File: src/rtl/dec16_pkg.sv
// Shared types and constants for the streaming 4-to-16 decoder.
// Holds the FSM state type, FIFO entry layout and a reference decode.
package dec16_pkg;

  localparam int CODE_W = 4;
  localparam int LINE_W = 16;

  typedef enum logic [1:0] {
    S_IDLE,
    S_SEND,
    S_HOLD
  } state_t;

  typedef struct packed {
    logic [CODE_W-1:0] y;
    logic              z;
  } entry_t;

  function automatic logic [LINE_W-1:0] onehot16(
    input logic [CODE_W-1:0] code,
    input logic              z
  );
    onehot16 = z ? (LINE_W'(1) << code) : '0;
  endfunction

endpackage

File: src/rtl/decoder16_stream_dec2to4.sv
// 2-to-4 line decoder with enable.
// Leaf cell of the 4x4 decode tree in decoder16_stream.
module dec2to4 (
  input  logic       en,
  input  logic [1:0] a,
  output logic [3:0] y
);

  // one output line per code, all low when disabled
  always_comb begin
    y = '0;
    if (en) begin
      unique case (a)
        2'd0: y = 4'b0001;
        2'd1: y = 4'b0010;
        2'd2: y = 4'b0100;
        2'd3: y = 4'b1000;
      endcase
    end
  end

endmodule

File: src/rtl/decoder16_stream.sv
// Streaming 4-to-16 decoder: FIFO-buffered codes out as one-hot words.
// Optional rate limiting after each output word: define DEC16_HOLD_EN.
module decoder16_stream
  import dec16_pkg::*;
#(
  parameter int FIFO_DEPTH  = 2,
  parameter int HOLD_CYCLES = 3
) (
  input  logic              clk,
  input  logic              rst_n,
  input  logic              in_valid,
  output logic              in_ready,
  input  logic [CODE_W-1:0] in_y,
  input  logic              in_z,
  output logic              out_valid,
  input  logic              out_ready,
  output logic [LINE_W-1:0] out_w,
  output logic              out_z
);

  localparam int PW = $clog2(FIFO_DEPTH);
  localparam int CW = $clog2(FIFO_DEPTH + 1);

`ifdef DEC16_HOLD_EN
  localparam bit HOLD_ON = HOLD_CYCLES > 0;
`else
  localparam bit HOLD_ON = 1'b0 && (HOLD_CYCLES > 0);
`endif
  // The final idle cycle is spent in S_IDLE reloading the
  // output register, so S_HOLD covers HOLD_CYCLES-1 cycles.
  localparam bit HOLD_LONG = HOLD_ON && (HOLD_CYCLES > 1);

  entry_t            mem_q [FIFO_DEPTH];
  entry_t            mem_d [FIFO_DEPTH];
  logic [PW-1:0]     wr_ptr_q, wr_ptr_d;
  logic [PW-1:0]     rd_ptr_q, rd_ptr_d;
  logic [CW-1:0]     cnt_q, cnt_d;
  state_t            state_q, state_d;
  logic [LINE_W-1:0] out_w_q, out_w_d;
  logic              out_z_q, out_z_d;

  logic   full;
  logic   empty;
  logic   push;
  logic   pop;
  entry_t head;

  logic [3:0]        grp;
  logic [LINE_W-1:0] dec_w;

  assign full     = (cnt_q == CW'(FIFO_DEPTH));
  assign empty    = (cnt_q == '0);
  assign in_ready = !full;
  assign push     = in_valid && !full;
  assign head     = mem_q[rd_ptr_q];

  assign out_valid = (state_q == S_SEND);
  assign out_w     = out_w_q;
  assign out_z     = out_z_q;

  dec2to4 u_grp (
    .en (head.z),
    .a  (head.y[3:2]),
    .y  (grp)
  );

  for (genvar g = 0; g < 4; g++) begin : g_line
    dec2to4 u_line (
      .en (grp[g]),
      .a  (head.y[1:0]),
      .y  (dec_w[4*g +: 4])
    );
  end

`ifdef DEC16_HOLD_EN
  localparam int HW = (HOLD_CYCLES > 2) ? $clog2(HOLD_CYCLES) : 1;
  localparam int HOLD_LAST_I = HOLD_LONG ? HOLD_CYCLES - 2 : 0;
  localparam logic [HW-1:0] HOLD_LAST = HW'(HOLD_LAST_I);

  logic [HW-1:0] hold_cnt_q, hold_cnt_d;

  // count cycles spent in S_HOLD, cleared elsewhere
  always_comb begin
    hold_cnt_d = '0;
    if (state_q == S_HOLD) hold_cnt_d = hold_cnt_q + HW'(1);
  end

  // hold counter register
  always_ff @(posedge clk or negedge rst_n) begin
    if (!rst_n) hold_cnt_q <= '0;
    else        hold_cnt_q <= hold_cnt_d;
  end
`endif

  // FSM next state and FIFO pop decision
  always_comb begin
    state_d = state_q;
    pop     = 1'b0;
    unique case (state_q)
      S_IDLE: begin
        if (!empty) begin
          pop     = 1'b1;
          state_d = S_SEND;
        end
      end
      S_SEND: begin
        if (out_ready) begin
          if (HOLD_LONG)    state_d = S_HOLD;
          else if (HOLD_ON) state_d = S_IDLE;
          else if (!empty)  pop     = 1'b1;
          else              state_d = S_IDLE;
        end
      end
      S_HOLD: begin
`ifdef DEC16_HOLD_EN
        if (hold_cnt_q == HOLD_LAST) state_d = S_IDLE;
`else
        state_d = S_IDLE;
`endif
      end
      default: state_d = S_IDLE;
    endcase
  end

  // output register loads the decoded head on pop
  always_comb begin
    out_w_d = out_w_q;
    out_z_d = out_z_q;
    if (pop) begin
      out_w_d = dec_w;
      out_z_d = head.z;
    end
  end

  // FIFO storage, pointers and occupancy
  always_comb begin
    mem_d    = mem_q;
    wr_ptr_d = wr_ptr_q;
    rd_ptr_d = rd_ptr_q;
    if (push) begin
      mem_d[wr_ptr_q] = '{y: in_y, z: in_z};
      wr_ptr_d        = wr_ptr_q + PW'(1);
    end
    if (pop) rd_ptr_d = rd_ptr_q + PW'(1);
    unique case ({push, pop})
      2'b10:   cnt_d = cnt_q + CW'(1);
      2'b01:   cnt_d = cnt_q - CW'(1);
      default: cnt_d = cnt_q;
    endcase
  end

  // state registers
  always_ff @(posedge clk or negedge rst_n) begin
    if (!rst_n) begin
      state_q  <= S_IDLE;
      wr_ptr_q <= '0;
      rd_ptr_q <= '0;
      cnt_q    <= '0;
      out_w_q  <= '0;
      out_z_q  <= 1'b0;
      for (int i = 0; i < FIFO_DEPTH; i++) mem_q[i] <= '0;
    end else begin
      state_q  <= state_d;
      wr_ptr_q <= wr_ptr_d;
      rd_ptr_q <= rd_ptr_d;
      cnt_q    <= cnt_d;
      out_w_q  <= out_w_d;
      out_z_q  <= out_z_d;
      mem_q    <= mem_d;
    end
  end

endmodule
File: config.mk
export PLATFORM = sky130hd
export DESIGN_NAME = decoder16_stream
export DESIGN_NICKNAME = d
export VERILOG_FILES = /design/src/rtl/dec16_pkg.sv /design/src/rtl/decoder16_stream_dec2to4.sv /design/src/rtl/decoder16_stream.sv
export SDC_FILE = /design/constraint.sdc
export NUM_CORES = 1
export LEC_CHECK = 0
export ABC_CLOCK_PERIOD_IN_PS = 1800
export CELL_PAD_IN_SITES_DETAIL_PLACEMENT = 1
export CELL_PAD_IN_SITES_GLOBAL_PLACEMENT = 1
export CORE_ASPECT_RATIO = 2
export CORE_MARGIN = 2
export CORE_UTILIZATION = 36
export DETAILED_ROUTE_END_ITERATION = 10
export PLACE_DENSITY = 0.83
export SLEW_MARGIN = 10
export SYNTH_ARGS = -nofsm -noshare
export SYNTH_HDL_FRONTEND = slang
export SYNTH_SLANG_ARGS = --single-unit
File: constraint.sdc
create_clock -name clk -period 1.8 [get_ports clk]
set_input_delay 0.45 -clock clk [delete_from_list [all_inputs] [get_ports clk]]
set_output_delay 0.45 -clock clk [all_outputs]
set_load 0.02 [all_outputs]
## Word-level counts from Yosys, hierarchy flattened

Index checks and enable logic that the tools add are counted.

| word-level totals | value |
|---|---|
| output and inout port bits | 19 |
| input port bits | 9 |
| bits in registers | 33 |
| word-level logic and storage cells | 62 |

| cells by class | value |
|---|---|
| $add $sub $neg | 4 |
| bitwise gates (word level) | 2 |
| equal/unequal tests | 13 |
| $lt $le $gt $ge | 3 |
| mux-type cells | 21 |
| reduce and logical (&&, ||, !) cells | 9 |

Operators with widths:

| cell | count |
|---|---|
| one-hot mux 4 bit (4 select lines) | 2 |
| 2-to-1 mux 4 bit | 5 |
| 2-to-1 mux 5 bit | 4 |
| equality test 2 bit, second input constant | 6 |
| bitwise mux 10 bit | 1 |
| equality test 2 x 1 -> 1 bit, second input constant | 4 |
| logical NOT 2 bit | 4 |
| one-hot mux 2 bit (2 select lines) | 2 |
| 2-to-1 mux 2 bit | 3 |
| demux 5 bit (select 1 bit) | 1 |
| greater-or-equal comparator 2 bit, second input constant | 2 |
| inequality test 2 x 1 -> 1 bit, second input constant | 2 |
| NOT 1 -> 2 bit | 2 |
| AND reduction 3 bit | 1 |
| adder 1 bit, second input constant | 2 |
| adder 2 x 1 -> 2 bit, second input constant | 1 |
| logical AND 1 bit | 2 |
| < comparator 2 x 1 -> 1 bit, second input constant | 1 |
| 2-to-1 mux 1 bit | 2 |
| inequality test 2 bit, second input constant | 1 |
| one-hot mux 1 bit (2 select lines) | 1 |
| nonzero test 2 bit | 1 |
| subtractor 2 x 1 -> 2 bit, second input constant | 1 |
| logical NOT 1 bit | 1 |

## Longest topological paths before layout

Gate-level depths: netlist (run 1).

| depth | value |
|---|---|
| word-level depth | 8 |
| mapped depth | 10 |
| mapped depth without buffers | 7 |

## Hierarchy

A second synthesis (run 1) with hierarchy kept.

| unflattened totals | value |
|---|---|
| cell total of the unflattened synthesis | 104 |
| area total of the unflattened synthesis | 1540.2 µm² |

By module, submodules not included:

| module | area an instance (µm²) | times used | cells an instance | sequential area each (µm²) |
|---|---|---|---|---|
| decoder16_stream | 1352.5 | 1 | 84 | 800.8 |
| dec2to4 | 37.5 | 5 | 4 | 0.0 |

## Worst setup path after synthesis (run 1)

OpenSTA, ideal clock, no wires.

| timing | value |
|---|---|
| path type | register to register |
| start | register state_q[0] |
| end | register cnt_q[1] |
| setup slack | -0.016 ns |
| stages on the path, launching flop included | 10 |
| library setup time | 0.079 ns |
| data required time | 1.721 ns |
| path buffers | 3 |
| data arrival time | 1.737 ns |
| period minus slack after synthesis | 1.816 ns |
| path through | dfrtp_1 > nor2b_1 > buf_6 > or2_1 > buf_6 > buf_6 > inv_1 > ha_1 > nor2_1 > xor2_1 |

| between the ends | value |
|---|---|
| longest elaborated chain between the ends | 4 |
| elaborated cells on any way between the ends | 7 |
| those cells by class | eq/ne: 3; mux: 2; reduce/logical: 2 |

Ends and longest elaborated chain:

| item | RTL line | text |
|---|---|---|
| from (decl) | decoder16_stream.sv:38 | `state_t state_q, state_d;` |
| from (signal assigned) | decoder16_stream.sv:163 | `state_q <= state_d;` |
| equality test 2 x 1 -> 1 bit / logical NOT 2 bit (equally long branches) | decoder16_stream.sv:99 | `unique case (state_q)` |
| one-hot mux 1 bit (2 select lines) (*) | decoder16_stream.sv:99 |  |
| via pop | decoder16_stream.sv:45 | `logic pop;` |
| equality test 2 x 1 -> 1 bit / equality test 2 bit (equally long branches) | decoder16_stream.sv:145 | `unique case ({push, pop})` |
| one-hot mux 2 bit (2 select lines) / nonzero test 2 bit (equally long branches) | - |  |
| to (signal assigned) | decoder16_stream.sv:166 | `cnt_q <= cnt_d;` |
| to (decl) | decoder16_stream.sv:37 | `logic [CW-1:0] cnt_q, cnt_d;` |

Mark *: on every way through the listed nets, which the timed path passes. The rest lies on a longest branch.
A chain may end at the register's enable or synchronous reset.

## Final worst setup path (run 1)

| timing | value |
|---|---|
| start | register out_w_q[3], in the netlist out_w[3] |
| end | output port out_w[3] |

RTL lines:

| item | RTL line | text |
|---|---|---|
| from (decl) | decoder16_stream.sv:39 | `logic [LINE_W-1:0] out_w_q, out_w_d;` |
| from (signal assigned) | decoder16_stream.sv:167 | `out_w_q <= out_w_d;` |
| to (decl) | decoder16_stream.sv:17 | `output logic [LINE_W-1:0] out_w,` |

No word-level cell between the ends.

==> results of run 1 <==
==> metal layers <==
metal | vias to the layer above | global-route usage [%]
li1 | 506 | -
met1 | 545 | 15.32
met2 | 27 | 32.64
met3 | 11 | 5.161
met4 | 0 | 10.95
met5 | - | 0
==> through the flow <==
stage / hold WS, ns / cell area (sq um)
after floorplan: 0.1544 / 1431
after global placement: 0.4803 / 1752
after detailed placement: 0.5021 / 1752
after CTS: 0.5217 / 1841
after global routing: 0.5401 / 1841
final: 0.5110 / 1841
==> worst min path at each step <==
stage | slack [ns] | endpoint | from | cells past startpoint
CTS | 0.52 | out_w[8]$_DFFE_PN0P_ | out_w[8]$_DFFE_PN0P_ | 2
detailed placement | 0.50 | wr_ptr_q$_DFFE_PN0P_ | wr_ptr_q$_DFFE_PN0P_ | 1
global placement | 0.48 | cnt_q[1]$_DFFE_PN0P_ | cnt_q[1]$_DFFE_PN0P_ | 1
floorplan | 0.15 | cnt_q[0]$_DFFE_PN0P_ | rst_n | 0
finish | 0.51 | out_w[15]$_DFFE_PN0P_ | out_w[15]$_DFFE_PN0P_ | 2
global route | 0.54 | cnt_q[1]$_DFFE_PN0P_ | cnt_q[1]$_DFFE_PN0P_ | 1
==> logic make-up (layout without fill, tap and decap cells) <==
group           Yosys count  count (layout)
buf+inv                  12              45
mux                      10              10
fa+ha+maj                 1               1
compound gates           43              43
flops                    32              32
xor+xnor                  5               5
simple gates             18              18
==> sequential cells by signal, summed over array words and instances (netlist names) <==
signal,cells
rd_ptr_q,1
state_q,1
out_w,16
out_z,1
cnt_q,2
mem_q,10
wr_ptr_q,1
==> cell type report <==
cell class	instances	area, sq um	share of cell area, %
Sequential cell	32	800.8	43.51
Timing Repair Buffer	32	306.5	16.66
Inverter	5	18.77	1.020
Tap cell	51	63.81	3.467
Clock buffer	8	90.09	4.895
Multi-Input combinational cell	77	560.5	30.46
==> where the power goes <==
group	switching (mW)	total (mW)	internal (mW)
clock network	0.247	0.559	0.311
logic	0.771	1.40	0.625
registers	0.254	1.25	0.991
==> placed cells by master (no fill, tap or decap), types with 2 or more instances in the layout <==
cell type        netlist  routed
dfrtp_1               32      32
clkdlybuf4s50_1        0      26
o21ai_0               17      17
o31ai_1               16      16
mux2_2                 9       9
clkbuf_8               0       6
inv_1                  5       5
buf_4                  0       5
xnor2_1                4       4
nor2_1                 4       4
a32oi_1                4       4
a21oi_1                3       3
nand2b_1               2       2
nand2_1                2       2
nor2b_1                3       2
clkbuf_1               2       2
==> timing repair <==
action | 4_1_cts | 5_1_grt
resized for setup | 1 | 0
endpoints found under the hold margin | 0 | 0
setup endpoints to repair | 1 | 0
==> flow_summary.ini, run 1 <==
[route]
detail_route.drc_violations = 0
dr_vias = 1089
dr.first_iter.drc_count = 16
met2_wirelength_um = 2052
wl_per_cell_um = 17.11
routed.top_layer = met4
met1Wirelength_um = 1178
drt_first_pass_iters = 3
post_drt_via_cell_ratio = 5.312
total_wirelength_um = 3508
ant_nets = 0
dr_wl_met3_um = 137

[worst_setup_path]
cp_slowest_stage_delay_ns = 0.61
wp_data_required_ns = 1.35
data_arrival_time_at_the_worst_slack_endpoint_ns = 1.27
worst-setup-path-type = reg -> out
endpoint_kind = output pin
critPathTopFamily = buffers and inverters
setup.reg_to_reg.worst_slack_ns = 0.26
reg2reg_path_depth = 3
cp_slowest_cell = clkdlybuf4s50_1
worstPathCellList = clkdlybuf4s50_1
worst-path-stages = 1
critPathCapture = out_w[3]
worstPathMaxFanout = 2
worstReg2RegStart = rd_ptr_q$_DFFE_PN0P_
setup.worst_path.start = out_w[3]$_DFFE_PN0P_
reg2reg_to = out_w[2]$_DFFE_PN0P_
timing.critical_path.from_type = flop
critical_path_buf_inv_count = 1

[timing]
layout_setup_ws_ns = 0.08169
layout_min_cycle_time_ns = 1.718
max_slew_margin_pct = 65.74
final.period_utilization_pct = 95.46
rsz0062_at_grt = false
report.final.slew_viol_count = 0
max_freq_ghz = 0.5820
hold_viol_final = 0
timing.clock.skew_ns = 0.003236
finalSetupTns_ns = 0
worst_pin_slew_ns = 0.5139
finalSetupViolCount = 0

[floorplanning]
count_of_standard_cell_rows = 32
chipWidth_um = 48.47
io-pin-count = 28
chipHeight_um = 92.94
floorplan.core_area_sq_um = 3844
initial_core_util_pct = 37.04
die_area_sq_um = 4505

[logic_synthesis]
synth_largest_type_area_fraction_pct = 56.24
mapped_cell_area_sq_um = 1424
netlist_top_cells_area = dfrtp_1, o31ai_1, mux2_2
ffs_w_async_s_r_synth_pct = 100.0
synth_top_family_by_area = compound AO/OA/AOI/OAI gates
area_leader_netlist = dfrtp_1
share_of_synthesized_area_occupied_by_flip_flops_and_latches_pct = 56.24
post_synth_xor_area_fraction_pct = 3.076
fraction_of_the_mapped_netlist_area_in_simple_logic_gates_pct = 7.557
compound_cell_area_share_of_the_yosys_netlist_pct = 19.42
synthAdderAreaFrac_pct = 0.8787
yosys-mux-area-fraction_pct = 7.909
post_synth.cell_area_avg_sq_um = 11.77
synth_most_common_cell = dfrtp_1
synth-edff-count = 0
synthCells = 121
synthFlopType = dfrtp_1
ys_ff_latch = 32
syn-num-nets = 131
yosys.cell_types.count = 28
synthTopCellsByCount = dfrtp_1, o21ai_0, o31ai_1
synthesis.yosys.warnings = 0

[global_route]
grt.total_usage_pct = 17.24
first_pass_grt_wire_length_um = 5796
pin_count_of_the_biggest_net_entering_global_routing = 33
grt_pass1_vias = 1215
grt_antenna_before_repair = 0
grt_remaining_overflow = 0

[hold_path]
worst_hold_path_type = reg -> reg

[clock_network]
number_of_buffers_inserted_during_clock_tree_synthesis = 5
clock_tree.htree_level_count = 2
cts_setup_buffers = 0
total_clock_sinks = 32
clk_pin_slew_ns = 0.06
clock_path_buffers = 2
cts-hold-fix-buffers = 0
later_pin_clock_latency_in_the_skew_report_ns = 0.29
clock_tree.root_cell = clkbuf_8
tritoncts = yes

[pwr]
worst_ir_drop_vdd_mv = 0.7923
cellLeakagePower_nw = 0.7735
power_per_cell_area_nw_per_um2 = 1738
power_mw = 3.199

[placement]
gp_routability_congestion = 0.7226
place.port_buffers = 27
pre_cts_slack_ns = -0.1813
place_inst = 197
hpwl_um = 2741

[flow_run]
drv.max_cap_violation_count = 0

[final_layout]
drive_above_1_share_pct = 13.64
nNetsFinal = 163
final_cell_count_no_fill = 205
final.fill_count = 444
areaGrowthSynthToFinish_pct = 29.26
layout.core_utilization_pct = 47.88
antennaDiodeCount = 0

[run_status]
run_status = completed
Power figures use the tool's default switching activity.
==> run 2: changes to the inputs <==
PLACE_DENSITY = not set   (was 0.83)
PLACE_DENSITY_LB_ADDON = 0.12   (was not set)
RECOVER_POWER = 25   (was not set)
==> run 2 against run 1 <==
  * Sequential power about the same
  * Critical path depth did not move
  * Die area unchanged
  * Hold slack worse by 0.016 ns
  * First-iteration DRC count decreased by 13%
  * Worst setup slack better by 0.019 ns
  * Clock skew grew 0.0022 ns
  * Via count is 0.18% higher
  * Critical path type unchanged
  * Register-to-register slack lost 0.03 ns
  * Cell area decreased by 0.14%
==> flow_summary.ini, run 2 (synthesized netlist as in run 1, its figures left out) <==
[clock_network]
clock_tree.htree_level_count = 2
cts-hold-fix-buffers = 0
cts_setup_buffers = 0
clk_pin_slew_ns = 0.06
total_clock_sinks = 32
tritoncts = yes
clock_path_buffers = 2
later_pin_clock_latency_in_the_skew_report_ns = 0.28
post_cts_resized = 1
clock_tree.root_cell = clkbuf_8
number_of_buffers_inserted_during_clock_tree_synthesis = 5

[timing]
timing.clock.skew_ns = 0.005422
finalSetupTns_ns = 0
layout_min_cycle_time_ns = 1.699
finalHoldWorstSlack_ns = 0.4949
rsz0062_at_grt = false
hold_viol_final = 0
finalSetupViolCount = 0
final.period_utilization_pct = 94.38
worst_pin_slew_ns = 0.7964
report.final.slew_viol_count = 0
max_slew_margin_pct = 46.91
max_freq_ghz = 0.5886
layout_setup_ws_ns = 0.1011

[pwr]
power_per_cell_area_nw_per_um2 = 1733
cellLeakagePower_nw = 0.7731
power_switching_mw = 1.261
worst_ir_drop_vdd_mv = 0.8735
power_mw = 3.186
p_int_mw = 1.925
portion_of_total_power_attributed_to_the_clock_network_pct = 17.4
power.share.sequential_pct = 38.5
power.switching_fraction_pct = 39.57
combPwrFrac_pct = 44.1

[floorplanning]
die_area_sq_um = 4505
chipWidth_um = 48.47
floorplan.core_area_sq_um = 3844
chipHeight_um = 92.94
initial_core_util_pct = 37.04
io-pin-count = 28
count_of_standard_cell_rows = 32

[route]
dr_wl_met3_um = 129
ant_nets = 0
met2_wirelength_um = 2030
dr_vias = 1091
dr.first_iter.drc_count = 14
detail_route.drc_violations = 0
post_drt_via_cell_ratio = 5.322
routed.top_layer = met4
met1Wirelength_um = 1159
wl_per_cell_um = 16.84
total_wirelength_um = 3452
drt_first_pass_iters = 4

[final_layout]
final_common_cell = dfrtp_1
areaGrowthSynthToFinish_pct = 29.09
largest_register_ffs = 16
antennaDiodeCount = 0
final.fill_count = 439
nNetsFinal = 163
layout.area.seq_sq_um = 800.8
drive_above_1_share_pct = 13.64
commonest_non_fill_non_tap_cells_in_the_layout = dfrtp_1, clkdlybuf4s50_1, o21ai_0
final_area_sq_um = 1838
multi_input_area_sq_um = 560.5

[worst_setup_path]
cp_slowest_stage_delay_ns = 0.61
worstPathCellList = clkdlybuf4s50_1
data_arrival_time_at_the_worst_slack_endpoint_ns = 1.25
wp_data_required_ns = 1.35
worst-setup-path-type = reg -> out
timing.critical_path.from_type = flop
worstPathMaxFanout = 2
critPathTopFamily = buffers and inverters
cp_slowest_cell = clkdlybuf4s50_1
critical_path_buf_inv_count = 1
endpoint_kind = output pin

[hold_path]
worst_hold_path_type = reg -> reg

[run_status]
run_status = completed

[flow_run]
drv.max_cap_violation_count = 0

[placement]
hpwl_um = 2665
gp_routability_congestion = 0.7697
pre_cts_slack_ns = -0.1614
dpl_cell_area_sq_um = 1752
place.port_buffers = 27

[global_route]
grt_antenna_before_repair = 0
grt_pass1_vias = 1223
pin_count_of_the_biggest_net_entering_global_routing = 33
grt.total_usage_pct = 17.46
grt_remaining_overflow = 0
first_pass_grt_wire_length_um = 5885
## run 2: worst reg2reg max path: cells and delay by family (launching register included)
kind	cells	cell delay, ns
flops	1	0.37
fa+ha+maj	1	0.18
xor+xnor	2	0.30
buf+inv	2	0.20
simple gates	3	0.44
## run 2: path summary, 6_finish.rpt
path,from,to,slack (ns),cells past startpoint
max,out_w[6]$_DFFE_PN0P_,out_w[6],0.10,1
min,wr_ptr_q$_DFFE_PN0P_,wr_ptr_q$_DFFE_PN0P_,0.49,1
max reg2reg,cnt_q[0]$_DFFE_PN0P_,cnt_q[1]$_DFFE_PN0P_,0.23,8
min reg2reg,wr_ptr_q$_DFFE_PN0P_,wr_ptr_q$_DFFE_PN0P_,0.49,1
max in group asynchronous,rst_n,mem_q[0]$_DFFE_PN0P_,0.51,2
min in group asynchronous,rst_n,out_w[8]$_DFFE_PN0P_,0.78,2
## run 2: per-stage QoR
step,cells,utilization [%]
floorplan,121,-
global placement,197,45.57
detailed placement,197,45.57
CTS,205,47.88
global route,205,47.82
finish,205,47.82
## run 2: power by group through the flow
stage | registers, mW | clock network (mW) | logic (mW)
5_1_grt | 1.28 | 0.602 | 1.53
2_1_floorplan | 1.29 | 0 | 0.829
3_5_place_dp | 1.24 | 0 | 1.44
6_report | 1.23 | 0.556 | 1.40
3_3_place_gp | 1.22 | 0 | 1.38
4_1_cts | 1.23 | 0.573 | 1.43
## run 2: cell type report
cell class	instances	area share, %
repair buffers	32	16.54
multi-input cells	77	30.50
flip-flops and latches	32	43.57
inverters	5	1.021
clock buffers	8	4.901
well taps	51	3.472
## run 2: routing by layer
metal  track usage, %  vias up
li1                 -      505
met2            33.56       31
met1            16.53      545
met4            9.762        0
met3            3.871       10
met5                0        -
==> run 3: changes to the inputs <==
ABC_CLOCK_PERIOD_IN_PS = 1600   (was 1800)
CELL_PAD_IN_SITES_DETAIL_PLACEMENT = not set   (was 1)
CELL_PAD_IN_SITES_GLOBAL_PLACEMENT = not set   (was 1)
CORE_UTILIZATION = 40   (was 36)
HOLD_SLACK_MARGIN = 0.06   (was not set)
clock period = 1.6 ns   (was 1.8 ns; I/O delays follow)
==> run 3 against run 2 <==
  * Via count up 3.8%
  * Die area down 9.4%
  * Sequential cell count unchanged
  * Register-to-register slack worse by 0.12 ns
  * Total power up 15%
  * Cell area up 2.5%
  * Global-route usage up 0.92 points
  * Hold slack better by 0.00060 ns
  * Routed wire length down 8.5%
  * First-iteration DRC count rose to 2.8 times the previous value
  * Critical path type is now in -> reg
  * Critical endpoint is now cnt_q[1]$_DFFE_PN0P_
  * Largest power group unchanged
  * Highest routed layer unchanged
==> flow_summary.ini, run 3 (synthesized netlist as in run 1, its figures left out) <==
[run_status]
run_status = completed

[pwr]
cellLeakagePower_nw = 0.8809
combPwrFrac_pct = 45.6
power_per_cell_area_nw_per_um2 = 1938
power.switching_fraction_pct = 39.08
power_switching_mw = 1.427
worst_ir_drop_vdd_mv = 0.8776
portion_of_total_power_attributed_to_the_clock_network_pct = 17.0
p_int_mw = 2.224
power.share.sequential_pct = 37.4

[final_layout]
antennaDiodeCount = 0
final.fill_count = 334
largest_register_ffs = 16
nNetsFinal = 169
areaGrowthSynthToFinish_pct = 32.34
final_common_cell = dfrtp_1
drive_above_1_share_pct = 20.63
final_area_sq_um = 1884
commonest_non_fill_non_tap_cells_in_the_layout = dfrtp_1, dlygate4sd2_1, o21ai_0
final_cell_count_no_fill = 208

[timing]
finalHoldWorstSlack_ns = 0.4955
report.final.slew_viol_count = 0
hold_viol_final = 0
layout_min_cycle_time_ns = 1.523
layout_setup_ws_ns = 0.07723
rsz0062_at_grt = false
final.period_utilization_pct = 95.17
worst_pin_slew_ns = 0.7854
max_freq_ghz = 0.6567
max_slew_margin_pct = 47.64
timing.clock.skew_ns = 0.004392
finalSetupViolCount = 0

[placement]
pre_cts_slack_ns = -0.2239
place.port_buffers = 27
dpl_cell_area_sq_um = 1832
place_inst = 200
hpwl_um = 2379
gp_routability_congestion = 0.7921

[hold_path]
whs_path_cells = 1
worst_hold_path_type = reg -> reg

[global_route]
first_pass_grt_wire_length_um = 5278
grt.total_usage_pct = 18.38
met3_usage_pct = 4.898
top_usage_layer = met2
groute.layer.met1.usage_pct = 18.95
pin_count_of_the_biggest_net_entering_global_routing = 33
grt_remaining_overflow = 0
grt_antenna_before_repair = 0
grt_pass1_vias = 1168
met2_usage_pct = 30.56

[route]
ant_nets = 0
wl_per_cell_um = 15.18
detail_route.drc_violations = 0
total_wirelength_um = 3158
drt_first_pass_iters = 4
dr_vias = 1132
dr.first_iter.drc_count = 39
post_drt_via_cell_ratio = 5.442

[floorplanning]
initial_core_util_pct = 41.68
io-pin-count = 28
count_of_standard_cell_rows = 30
chipHeight_um = 88.38
die_area_sq_um = 4082
floorplan.core_area_sq_um = 3416
chipWidth_um = 46.19

[worst_setup_path]
worstPathMaxFanout = 2
cp_slowest_stage_delay_ns = 0.51
timing.critical_path.from_type = primary input
data_arrival_time_at_the_worst_slack_endpoint_ns = 1.69
worst-setup-path-type = in -> reg
reg2reg_path_depth = 3
cp_slowest_cell = clkdlybuf4s50_1
worstPathCellList = clkdlybuf4s50_1 > nor2b_4 > or2_1 > inv_2 > ha_4 > xnor2_2 > nor2_2 > xor2_1
endpoint_kind = flop
wp_data_required_ns = 1.76

[clock_network]
clock_tree.root_cell = clkbuf_8
tritoncts = yes
number_of_buffers_inserted_during_clock_tree_synthesis = 5
cts_setup_buffers = 0
later_pin_clock_latency_in_the_skew_report_ns = 0.28
cts-hold-fix-buffers = 0
clk_pin_slew_ns = 0.06
total_clock_sinks = 32
clock_path_buffers = 2
clock_tree.htree_level_count = 2

[flow_run]
drv.max_cap_violation_count = 0
run 3: changes by cell type in the layout (fill, tap and decap cells not counted), sizes merged:
cell	before	now
clkdlybuf4s50	25	7
dlygate4sd2	1	18
buf	4	10
clkdlybuf4s15	0	1
run 3: power by group through the flow:
stage	Combinational, mW	Sequential, mW	Clock (mW)
4_1_cts	1.68	1.37	0.641
3_5_place_dp	1.77	1.39	0
3_3_place_gp	1.72	1.36	0
2_1_floorplan	0.996	1.47	0
6_report	1.67	1.37	0.620
5_1_grt	1.82	1.43	0.664
run 3: critical path: cells and delay by family:
kind / cells / cell delay (ns)
xor+xnor: 2 / 0.25
fa+ha+maj: 1 / 0.13
buf+inv: 2 / 0.58
simple gates: 3 / 0.33
run 3: metrics by stage:
stage	util, %	power, mW	setup TNS, ns
floorplan	-	2.462	-0.1733
global placement	53.63	3.088	-3.013
detailed placement	53.63	3.152	-3.514
CTS	55.57	3.690	0
global route	55.16	3.913	0
finish	55.16	3.652	0
run 3: final cells by class:
type	count	area [sq um]	share of cell area [%]
Clock buffer	8	90.09	4.781
Inverter	5	18.77	0.9960
Multi-Input combinational cell	77	585.6	31.08
Sequential cell	32	802.0	42.56
Tap cell	48	60.06	3.187
Timing Repair Buffer	38	327.8	17.40
run 3: what timing repair did:
item | 4_1_cts | 5_1_grt
gates resized for setup | 19 | 1
endpoints found under the hold margin | 0 | 0
endpoints found under the setup margin | 19 | 1
run 3: path summary, 6_finish.rpt:
check | start | to | slack, ns
hold reg to reg | wr_ptr_q$_DFFE_PN0P_ | wr_ptr_q$_DFFE_PN0P_ | 0.50
max in group asynchronous | rst_n | state_q[0]$_DFFE_PN0P_ | 0.32
min in group asynchronous | rst_n | out_w[14]$_DFFE_PN0P_ | 0.73
hold / removal | wr_ptr_q$_DFFE_PN0P_ | wr_ptr_q$_DFFE_PN0P_ | 0.50
setup reg to reg | rd_ptr_q$_DFFE_PN0P_ | out_w[8]$_DFFE_PN0P_ | 0.11
setup / recovery | out_ready | cnt_q[1]$_DFFE_PN0P_ | 0.08
run 3: metal layers:
layer  vias to the layer above  share of wire [%]
met5                         -                  0
met2                        42                 54
met4                         0                5.1
met1                       562                 36
met3                        14                4.3
li1                        514                  -
